===== src/rtl/alg_pkg.sv =====
//==============================================================================
// Module : alg_pkg
// Brief  : Shared constants and types for the RR / heart-rate processing path.
// Rev    : 1.0  initial release
//==============================================================================
`default_nettype none

package alg_pkg;

    localparam int CTR_WIDTH        = 32;
    localparam int ACQUISITION_RATE = 360;
    localparam int HR_WIDTH         = 9;
    localparam int HR_NAVG          = 8;
    localparam int RR_MIN           = 72;
    localparam int RR_MAX           = 1080;

    typedef logic [HR_WIDTH-1:0] hr_value;

    typedef enum logic [1:0] {
        HR_IDLE   = 2'd0,
        HR_DIV    = 2'd1,
        HR_UPDATE = 2'd2
    } hr_state_t;

endpackage

`default_nettype wire


===== src/rtl/rr_hr_monitor_seq_divider.sv =====
//==============================================================================
// Module : seq_divider
// Brief  : Unsigned restoring divider, one quotient bit per clock, NUM_W steps.
// Rev    : 1.0  initial release
//==============================================================================
`default_nettype none

module seq_divider #(
    parameter int NUM_W = 15,
    parameter int DEN_W = 11
) (
    input  logic             i_clk,
    input  logic             i_nrst,
    input  logic             i_start,
    input  logic             i_abort,
    input  logic [NUM_W-1:0] i_num,
    input  logic [DEN_W-1:0] i_den,
    output logic [NUM_W-1:0] o_quot,
    output logic             o_done
);

    localparam int c_cnt_w = $clog2(NUM_W + 1);

    logic [NUM_W-1:0]   r_num;
    logic [DEN_W-1:0]   r_rem;
    logic [DEN_W-1:0]   r_den;
    logic [c_cnt_w-1:0] r_cnt;
    logic               r_busy;
    logic               r_done;

    logic [DEN_W:0]     w_trial;
    logic [DEN_W-1:0]   w_diff;
    logic               w_fit;

    // Remainder stays below the divisor, so only the trial value needs the extra bit.
    assign w_trial = {r_rem, r_num[NUM_W-1]};
    assign w_fit   = (w_trial >= {1'b0, r_den});
    assign w_diff  = w_trial[DEN_W-1:0] - r_den;

    always_ff @(posedge i_clk or negedge i_nrst) begin
        if (!i_nrst) begin
            r_num  <= '0;
            r_rem  <= '0;
            r_den  <= '0;
            r_cnt  <= '0;
            r_busy <= 1'b0;
            r_done <= 1'b0;
        end else begin
            r_done <= 1'b0;
            if (i_abort) begin
                r_busy <= 1'b0;
            end else if (i_start) begin
                r_num  <= i_num;
                r_den  <= i_den;
                r_rem  <= '0;
                r_cnt  <= '0;
                r_busy <= 1'b1;
            end else if (r_busy) begin
                r_rem <= w_fit ? w_diff : w_trial[DEN_W-1:0];
                r_num <= {r_num[NUM_W-2:0], w_fit};
                r_cnt <= r_cnt + c_cnt_w'(1);
                if (r_cnt == c_cnt_w'(NUM_W - 1)) begin
                    r_busy <= 1'b0;
                    r_done <= 1'b1;
                end
            end
        end
    end

    assign o_quot = r_num;
    assign o_done = r_done;

endmodule

`default_nettype wire


===== src/rtl/rr_hr_monitor.sv =====
//==============================================================================
// Module : rr_hr_monitor
// Brief  : Converts RR periods to bpm, keeps moving average and min/max.
//          Define HR_ROUND_EN to round the bpm result to nearest.
// Rev    : 1.0  initial release
//==============================================================================
`default_nettype none

module rr_hr_monitor #(
    parameter int CTR_WIDTH        = alg_pkg::CTR_WIDTH,
    parameter int ACQUISITION_RATE = alg_pkg::ACQUISITION_RATE,
    parameter int HR_WIDTH         = alg_pkg::HR_WIDTH,
    parameter int HR_NAVG          = alg_pkg::HR_NAVG,
    parameter int RR_MIN           = alg_pkg::RR_MIN,
    parameter int RR_MAX           = alg_pkg::RR_MAX
) (
    input  logic                 i_clk,
    input  logic                 i_nrst,
    input  logic                 i_ce,
    input  logic                 i_clr,
    input  logic [CTR_WIDTH-1:0] i_rr_period,
    input  logic                 i_rr_period_upd,
    output logic [HR_WIDTH-1:0]  o_hr_bpm,
    output logic                 o_hr_valid,
    output logic [HR_WIDTH-1:0]  o_hr_avg,
    output logic                 o_avg_valid,
    output logic [HR_WIDTH-1:0]  o_hr_min,
    output logic [HR_WIDTH-1:0]  o_hr_max,
    output logic                 o_busy,
    output logic                 o_rr_invalid,
    output logic                 o_drop
);

    import alg_pkg::*;

    localparam int c_hr_k   = 60 * ACQUISITION_RATE;
    localparam int c_num_w  = $clog2(c_hr_k + RR_MAX / 2 + 1);
    localparam int c_den_w  = $clog2(RR_MAX + 1);
    localparam int c_avg_sh = $clog2(HR_NAVG);
    localparam int c_sum_w  = HR_WIDTH + c_avg_sh;
    localparam int c_ptr_w  = c_avg_sh;
    localparam int c_fill_w = $clog2(HR_NAVG + 1);

    hr_state_t             r_state;
    logic [HR_WIDTH-1:0]   r_win [HR_NAVG];
    logic [c_ptr_w-1:0]    r_wr_ptr;
    logic [c_sum_w-1:0]    r_sum;
    logic [c_fill_w-1:0]   r_fill;
    logic [HR_WIDTH-1:0]   r_hr_bpm;
    logic [HR_WIDTH-1:0]   r_hr_avg;
    logic [HR_WIDTH-1:0]   r_hr_min;
    logic [HR_WIDTH-1:0]   r_hr_max;
    logic                  r_hr_valid;
    logic                  r_avg_valid;
    logic                  r_rr_invalid;
    logic                  r_drop;

    logic                  w_rr_ok;
    logic                  w_start;
    logic [c_den_w-1:0]    w_den;
    logic [c_num_w-1:0]    w_num;
    logic [c_num_w-1:0]    w_quot;
    logic                  w_div_done;
    logic [HR_WIDTH-1:0]   w_bpm;
    logic [HR_WIDTH-1:0]   w_evict;
    logic [c_sum_w-1:0]    w_sum_new;
    logic [c_fill_w-1:0]   w_fill_new;

    assign w_rr_ok = (i_rr_period >= CTR_WIDTH'(RR_MIN)) && (i_rr_period <= CTR_WIDTH'(RR_MAX));
    assign w_den   = i_rr_period[c_den_w-1:0];
    assign w_start = (r_state == HR_IDLE) && i_rr_period_upd && i_ce && w_rr_ok && !i_clr;

`ifdef HR_ROUND_EN
    assign w_num = c_num_w'(c_hr_k) + c_num_w'(w_den >> 1);
`else
    assign w_num = c_num_w'(c_hr_k);
`endif

    seq_divider #(
        .NUM_W (c_num_w),
        .DEN_W (c_den_w)
    ) u_div (
        .i_clk   (i_clk),
        .i_nrst  (i_nrst),
        .i_start (w_start),
        .i_abort (i_clr),
        .i_num   (w_num),
        .i_den   (w_den),
        .o_quot  (w_quot),
        .o_done  (w_div_done)
    );

    // Range check keeps the quotient within HR_WIDTH; saturate defensively anyway.
    assign w_bpm      = (|w_quot[c_num_w-1:HR_WIDTH]) ? '1 : w_quot[HR_WIDTH-1:0];
    assign w_evict    = r_win[r_wr_ptr];
    assign w_sum_new  = r_sum + c_sum_w'(w_bpm) - c_sum_w'(w_evict);
    assign w_fill_new = (r_fill == c_fill_w'(HR_NAVG)) ? r_fill : r_fill + c_fill_w'(1);

    always_ff @(posedge i_clk or negedge i_nrst) begin
        if (!i_nrst) begin
            r_state      <= HR_IDLE;
            for (int i = 0; i < HR_NAVG; i++) r_win[i] <= '0;
            r_wr_ptr     <= '0;
            r_sum        <= '0;
            r_fill       <= '0;
            r_hr_bpm     <= '0;
            r_hr_avg     <= '0;
            r_hr_min     <= '1;
            r_hr_max     <= '0;
            r_hr_valid   <= 1'b0;
            r_avg_valid  <= 1'b0;
            r_rr_invalid <= 1'b0;
            r_drop       <= 1'b0;
        end else begin
            r_hr_valid   <= 1'b0;
            r_rr_invalid <= 1'b0;
            r_drop       <= 1'b0;
            if (i_clr) begin
                // Last bpm is deliberately kept; everything statistical restarts.
                r_state     <= HR_IDLE;
                for (int i = 0; i < HR_NAVG; i++) r_win[i] <= '0;
                r_wr_ptr    <= '0;
                r_sum       <= '0;
                r_fill      <= '0;
                r_hr_avg    <= '0;
                r_hr_min    <= '1;
                r_hr_max    <= '0;
                r_avg_valid <= 1'b0;
            end else begin
                case (r_state)
                    HR_IDLE: begin
                        if (i_rr_period_upd && i_ce) begin
                            if (w_rr_ok) r_state      <= HR_DIV;
                            else         r_rr_invalid <= 1'b1;
                        end
                    end
                    HR_DIV: begin
                        if (i_rr_period_upd) r_drop  <= 1'b1;
                        if (w_div_done)      r_state <= HR_UPDATE;
                    end
                    HR_UPDATE: begin
                        if (i_rr_period_upd) r_drop <= 1'b1;
                        r_hr_bpm         <= w_bpm;
                        r_hr_valid       <= 1'b1;
                        r_win[r_wr_ptr]  <= w_bpm;
                        r_wr_ptr         <= r_wr_ptr + c_ptr_w'(1);
                        r_sum            <= w_sum_new;
                        r_fill           <= w_fill_new;
                        if (w_bpm < r_hr_min) r_hr_min <= w_bpm;
                        if (w_bpm > r_hr_max) r_hr_max <= w_bpm;
                        if (w_fill_new == c_fill_w'(HR_NAVG)) begin
                            r_avg_valid <= 1'b1;
                            r_hr_avg    <= w_sum_new[c_sum_w-1 -: HR_WIDTH];
                        end
                        r_state <= HR_IDLE;
                    end
                    default: r_state <= HR_IDLE;
                endcase
            end
        end
    end

    assign o_hr_bpm     = r_hr_bpm;
    assign o_hr_valid   = r_hr_valid;
    assign o_hr_avg     = r_hr_avg;
    assign o_avg_valid  = r_avg_valid;
    assign o_hr_min     = r_hr_min;
    assign o_hr_max     = r_hr_max;
    assign o_busy       = (r_state != HR_IDLE);
    assign o_rr_invalid = r_rr_invalid;
    assign o_drop       = r_drop;

endmodule

`default_nettype wire


===== config.mk =====
export PLATFORM = sky130hd
export DESIGN_NAME = rr_hr_monitor
export DESIGN_NICKNAME = d
export VERILOG_FILES = /design/src/rtl/alg_pkg.sv /design/src/rtl/rr_hr_monitor_seq_divider.sv /design/src/rtl/rr_hr_monitor.sv
export SDC_FILE = /design/constraint.sdc
export NUM_CORES = 1
export LEC_CHECK = 0
export ABC_AREA = 0
export CORE_ASPECT_RATIO = 1.2
export CORE_MARGIN = 2
export CORE_UTILIZATION = 26
export CTS_BUF_LIST = sky130_fd_sc_hd__clkbuf_2 sky130_fd_sc_hd__clkbuf_4 sky130_fd_sc_hd__clkbuf_8
export DETAILED_ROUTE_END_ITERATION = 10
export GPL_TIMING_DRIVEN = 0
export RECOVER_POWER = 25
export SLEW_MARGIN = 5
export SYNTH_ARGS = -nofsm -noshare
export SYNTH_HDL_FRONTEND = slang
export SYNTH_SLANG_ARGS = --single-unit

===== constraint.sdc =====
create_clock -name i_clk -period 9.49 [get_ports i_clk]
set_clock_uncertainty 0.2 [all_clocks]
set_input_delay 1.4235 -clock i_clk [delete_from_list [all_inputs] [get_ports i_clk]]
set_output_delay 1.4235 -clock i_clk [all_outputs]
set_load 0.02 [all_outputs]

==> impl_metrics.tcl <==
set metrics [dict create \
    grt_overflow 0 \
    finalPower_uw 1320 \
    cts_htree_levels 4 \
    cts_setup_buffers 0 \
    critPathLaunchType "flip-flop" \
    cts_resized 0 \
    drv_slew 63 \
    cts-root-buf "clkbuf_8" \
    drt_iter0_drc 558 \
    cp_max_fo 10 \
    cp_slowest_cell "fa_1" \
    viasPerCell 4.87 \
    cp_common_cell "o21ai_0" \
    drt_pass1_iterations 5 \
    die-area_um2 39100 \
    reg2reg_depth 15 \
    layout_common_cells "nor2_1, dfrtp_1, a211oi_1" \
    grt_max_degree 115 \
    rsz0062_at_grt "no" \
    cts_sinks 176 \
    hp-start "o_hr_bpm[4]" \
    hold_path.class "reg -> reg" \
    hpwl_um 19700 \
    rows 77 \
    hold_depth 2 \
    gp_congestion 0.895 \
    path_clk_slew_ns 0.11 \
    stdcell_count 1620 \
    tns_ns 0 \
    grt_pass1_vias 7897 \
    leakage_uw 0.00486 \
    area_delta_synth_final_pct 18.2 \
    core_um2 36900 \
    grt_pass1_wl_um 43700 \
    syn_area_per_cell_um2 9.42 \
    fin_nets 1228 \
    layout-drive-gt1-share_pct 7.86 \
    start_util_pct 26.4 \
    drtAntennaViolNets 0 \
    placedCellCount 1587 \
    vias 7887 \
    layout_commonest_cell "nor2_1" \
    finalWirelength_um 26700 \
    hold_buffers 0 \
    drc 0 \
    worst_setup_path_end_kind "flip-flop" \
    min_period_ns 5.08 \
    synth_seq_cells 176 \
    synth_enable_flop_cells 0 \
    cp.arrival_ns 5.28 \
    crit_type "reg -> reg" \
    die_h_um 216 \
    slowest_delay_ns 0.49 \
    die_w_um 181 \
    synth_top_flop_cell "dfrtp_1" \
    fmax_mhz 197 \
    r2r_slack_ns 4.41 \
    slew-limit-headroom_pct -131 \
    synth.cell_area_um2 9750 \
    tightest_slew_ns 3.46 \
    ys_types 65 \
    rr_startpoint "r_wr_ptr[1]" \
    cts_inserted_buffers 17 \
    fin_crit_sh_pct 53.5 \
    clk_latency_ns 0.46 \
    yosys_warnings 0 \
    antenna_found_initial 1 \
    cp.required_ns 9.69 \
    yosysSeqAreaShare_pct 45.3 \
    fillCellCount 3821 \
    groute.usage.overall_pct 14.0 \
    synth_fp_nets 1131 \
    status "finished with violations" \
    cts_tree "done" \
    violations "capacitance limit, slew limit" \
    pwr_density_cell_nw_per_um2 115 \
    max-cap-violations 1 \
    synthCells 1035 \
    final-setup-viol-count 0 \
    async_reset_ff_share_pct 100 \
    wire_per_inst_um 16.5 \
    r2r-end "o_hr_avg[8]" \
    io_pins 78 \
    cts_max_path_buffers 2 \
    finalHoldViolations 0 \
    port_buffers 77 \
    holdPathEnd "o_hr_bpm[4]" \
    crit_start "r_wr_ptr[1]" \
    crit_chain "buf_2, buf_1, clkbuf_1, o21ai_0, a221o_1, fa_1, inv_1, ha_1, a211oi_1, o21ai_0, a2111oi_0, and4bb_2, xnor2_1, o31a_1, nor2_1" \
    irDropWorstVdd_uv 78.9 \
]
==> worst max path at each step <==
stage	to	slack, ns	cells after the start
floorplan	o_hr_avg[8]	5.29	15
global placement	u_div.r_den[5]	-0.64	1
detailed placement	o_hr_avg[8]	4.45	15
CTS	o_hr_avg[8]	4.43	15
global route	o_hr_avg[8]	4.04	15
finish	o_hr_avg[8]	4.41	15
==> layer usage <==
metal,wire [um],track usage [%],up-vias
met2,13100,23.3,151
li1,-,-,3792
met4,641,4.97,0
met1,11700,18.0,3908
met3,1230,2.86,36
met5,0,0,-
==> kinds of logic (layout without fill, tap and decap cells) <==
| kind of cell | count (synthesis) | count (layout) | share of synthesized area, % |
|---|---|---|---|
| mux | 49 | 49 | 6.16 |
| flops | 176 | 176 | 45.3 |
| compound gates | 236 | 236 | 16.2 |
| xor+xnor | 25 | 25 | 2.25 |
| other cells | 0 | 1 | 0 |
| buf+inv | 141 | 251 | 5.79 |
| simple gates | 349 | 349 | 16.0 |
| fa+ha+maj | 59 | 59 | 8.34 |
==> area by class of cell <==
cell class / instances / area, um^2 / area share, %
multi-input combinational: 718 / 4770 / 41.4
sequential: 176 / 4420 / 38.3
timing repair buffer: 78 / 792 / 6.88
tap: 474 / 593 / 5.15
inverter: 77 / 289 / 2.51
buffer: 64 / 275 / 2.39
clock buffer: 17 / 234 / 2.03
clock inverter: 15 / 149 / 1.29
antenna: 1 / 2.50 / 0.0217
==> Yosys cell counts, drive strengths merged, types with 8 or more instances <==
master	n	area (um^2)
mux2	8	90.1
fa	10	200
dfstp	9	236
mux4	8	180
buf	22	114
xor2	8	70.1
o21ai	41	205
nor2	177	672
nor2b	9	56.3
xnor2	17	149
a21o	11	82.6
nand3	13	65.1
a21oi	49	245
nand2	82	308
nand2b	10	62.6
mux2i	33	330
a211oi	95	713
ha	49	613
nor4	8	56.3
dfrtp	167	4180
inv	77	289
clkbuf	42	161
nor3	22	120
==> state kept, by name (all words and copies together), names as in the netlist, 2 cells and up <==
register,count
o_hr_avg,9
o_hr_bpm,9
o_hr_max,9
o_hr_min,9
r_fill,4
r_state,2
r_sum,12
r_win,72
r_wr_ptr,3
u_div.o_quot,15
u_div.r_cnt,4
u_div.r_den,11
u_div.r_rem,11
==> power breakdown <==
group / switching (uW) / internal [uW]
clock: 308 / 218
sequential: 0.0497 / 750
combinational: 30.6 / 17.5
total: 338 / 985
==> critical path, delay by kind of cell, from the launching register on <==
| kind | cells | cell delay [ns] |
|---|---|---|
| AOI/OAI and AO/OA | 6 | 1.84 |
| xor gates and xnor gates | 1 | 0.13 |
| adders and majority gates | 2 | 0.80 |
| buffers and inverters | 4 | 1.24 |
| DFF | 1 | 0.41 |
| and+or+nand+nor | 2 | 0.38 |
==> per-stage QoR <==
step                      cell area (um^2)  utilization (%)  hold WS (ns)  setup WS, ns
final                                11500             31.2         0.289          4.41
after global routing                 11500             31.2         0.312          4.04
after CTS                            11500             31.2         0.295          4.43
after detailed placement             11100             30.2         0.270          4.45
after global placement               11100             30.1         0.265        -0.639
after floorplan                       9750                -         0.274          5.29
(Power assumes the default switching activity.)
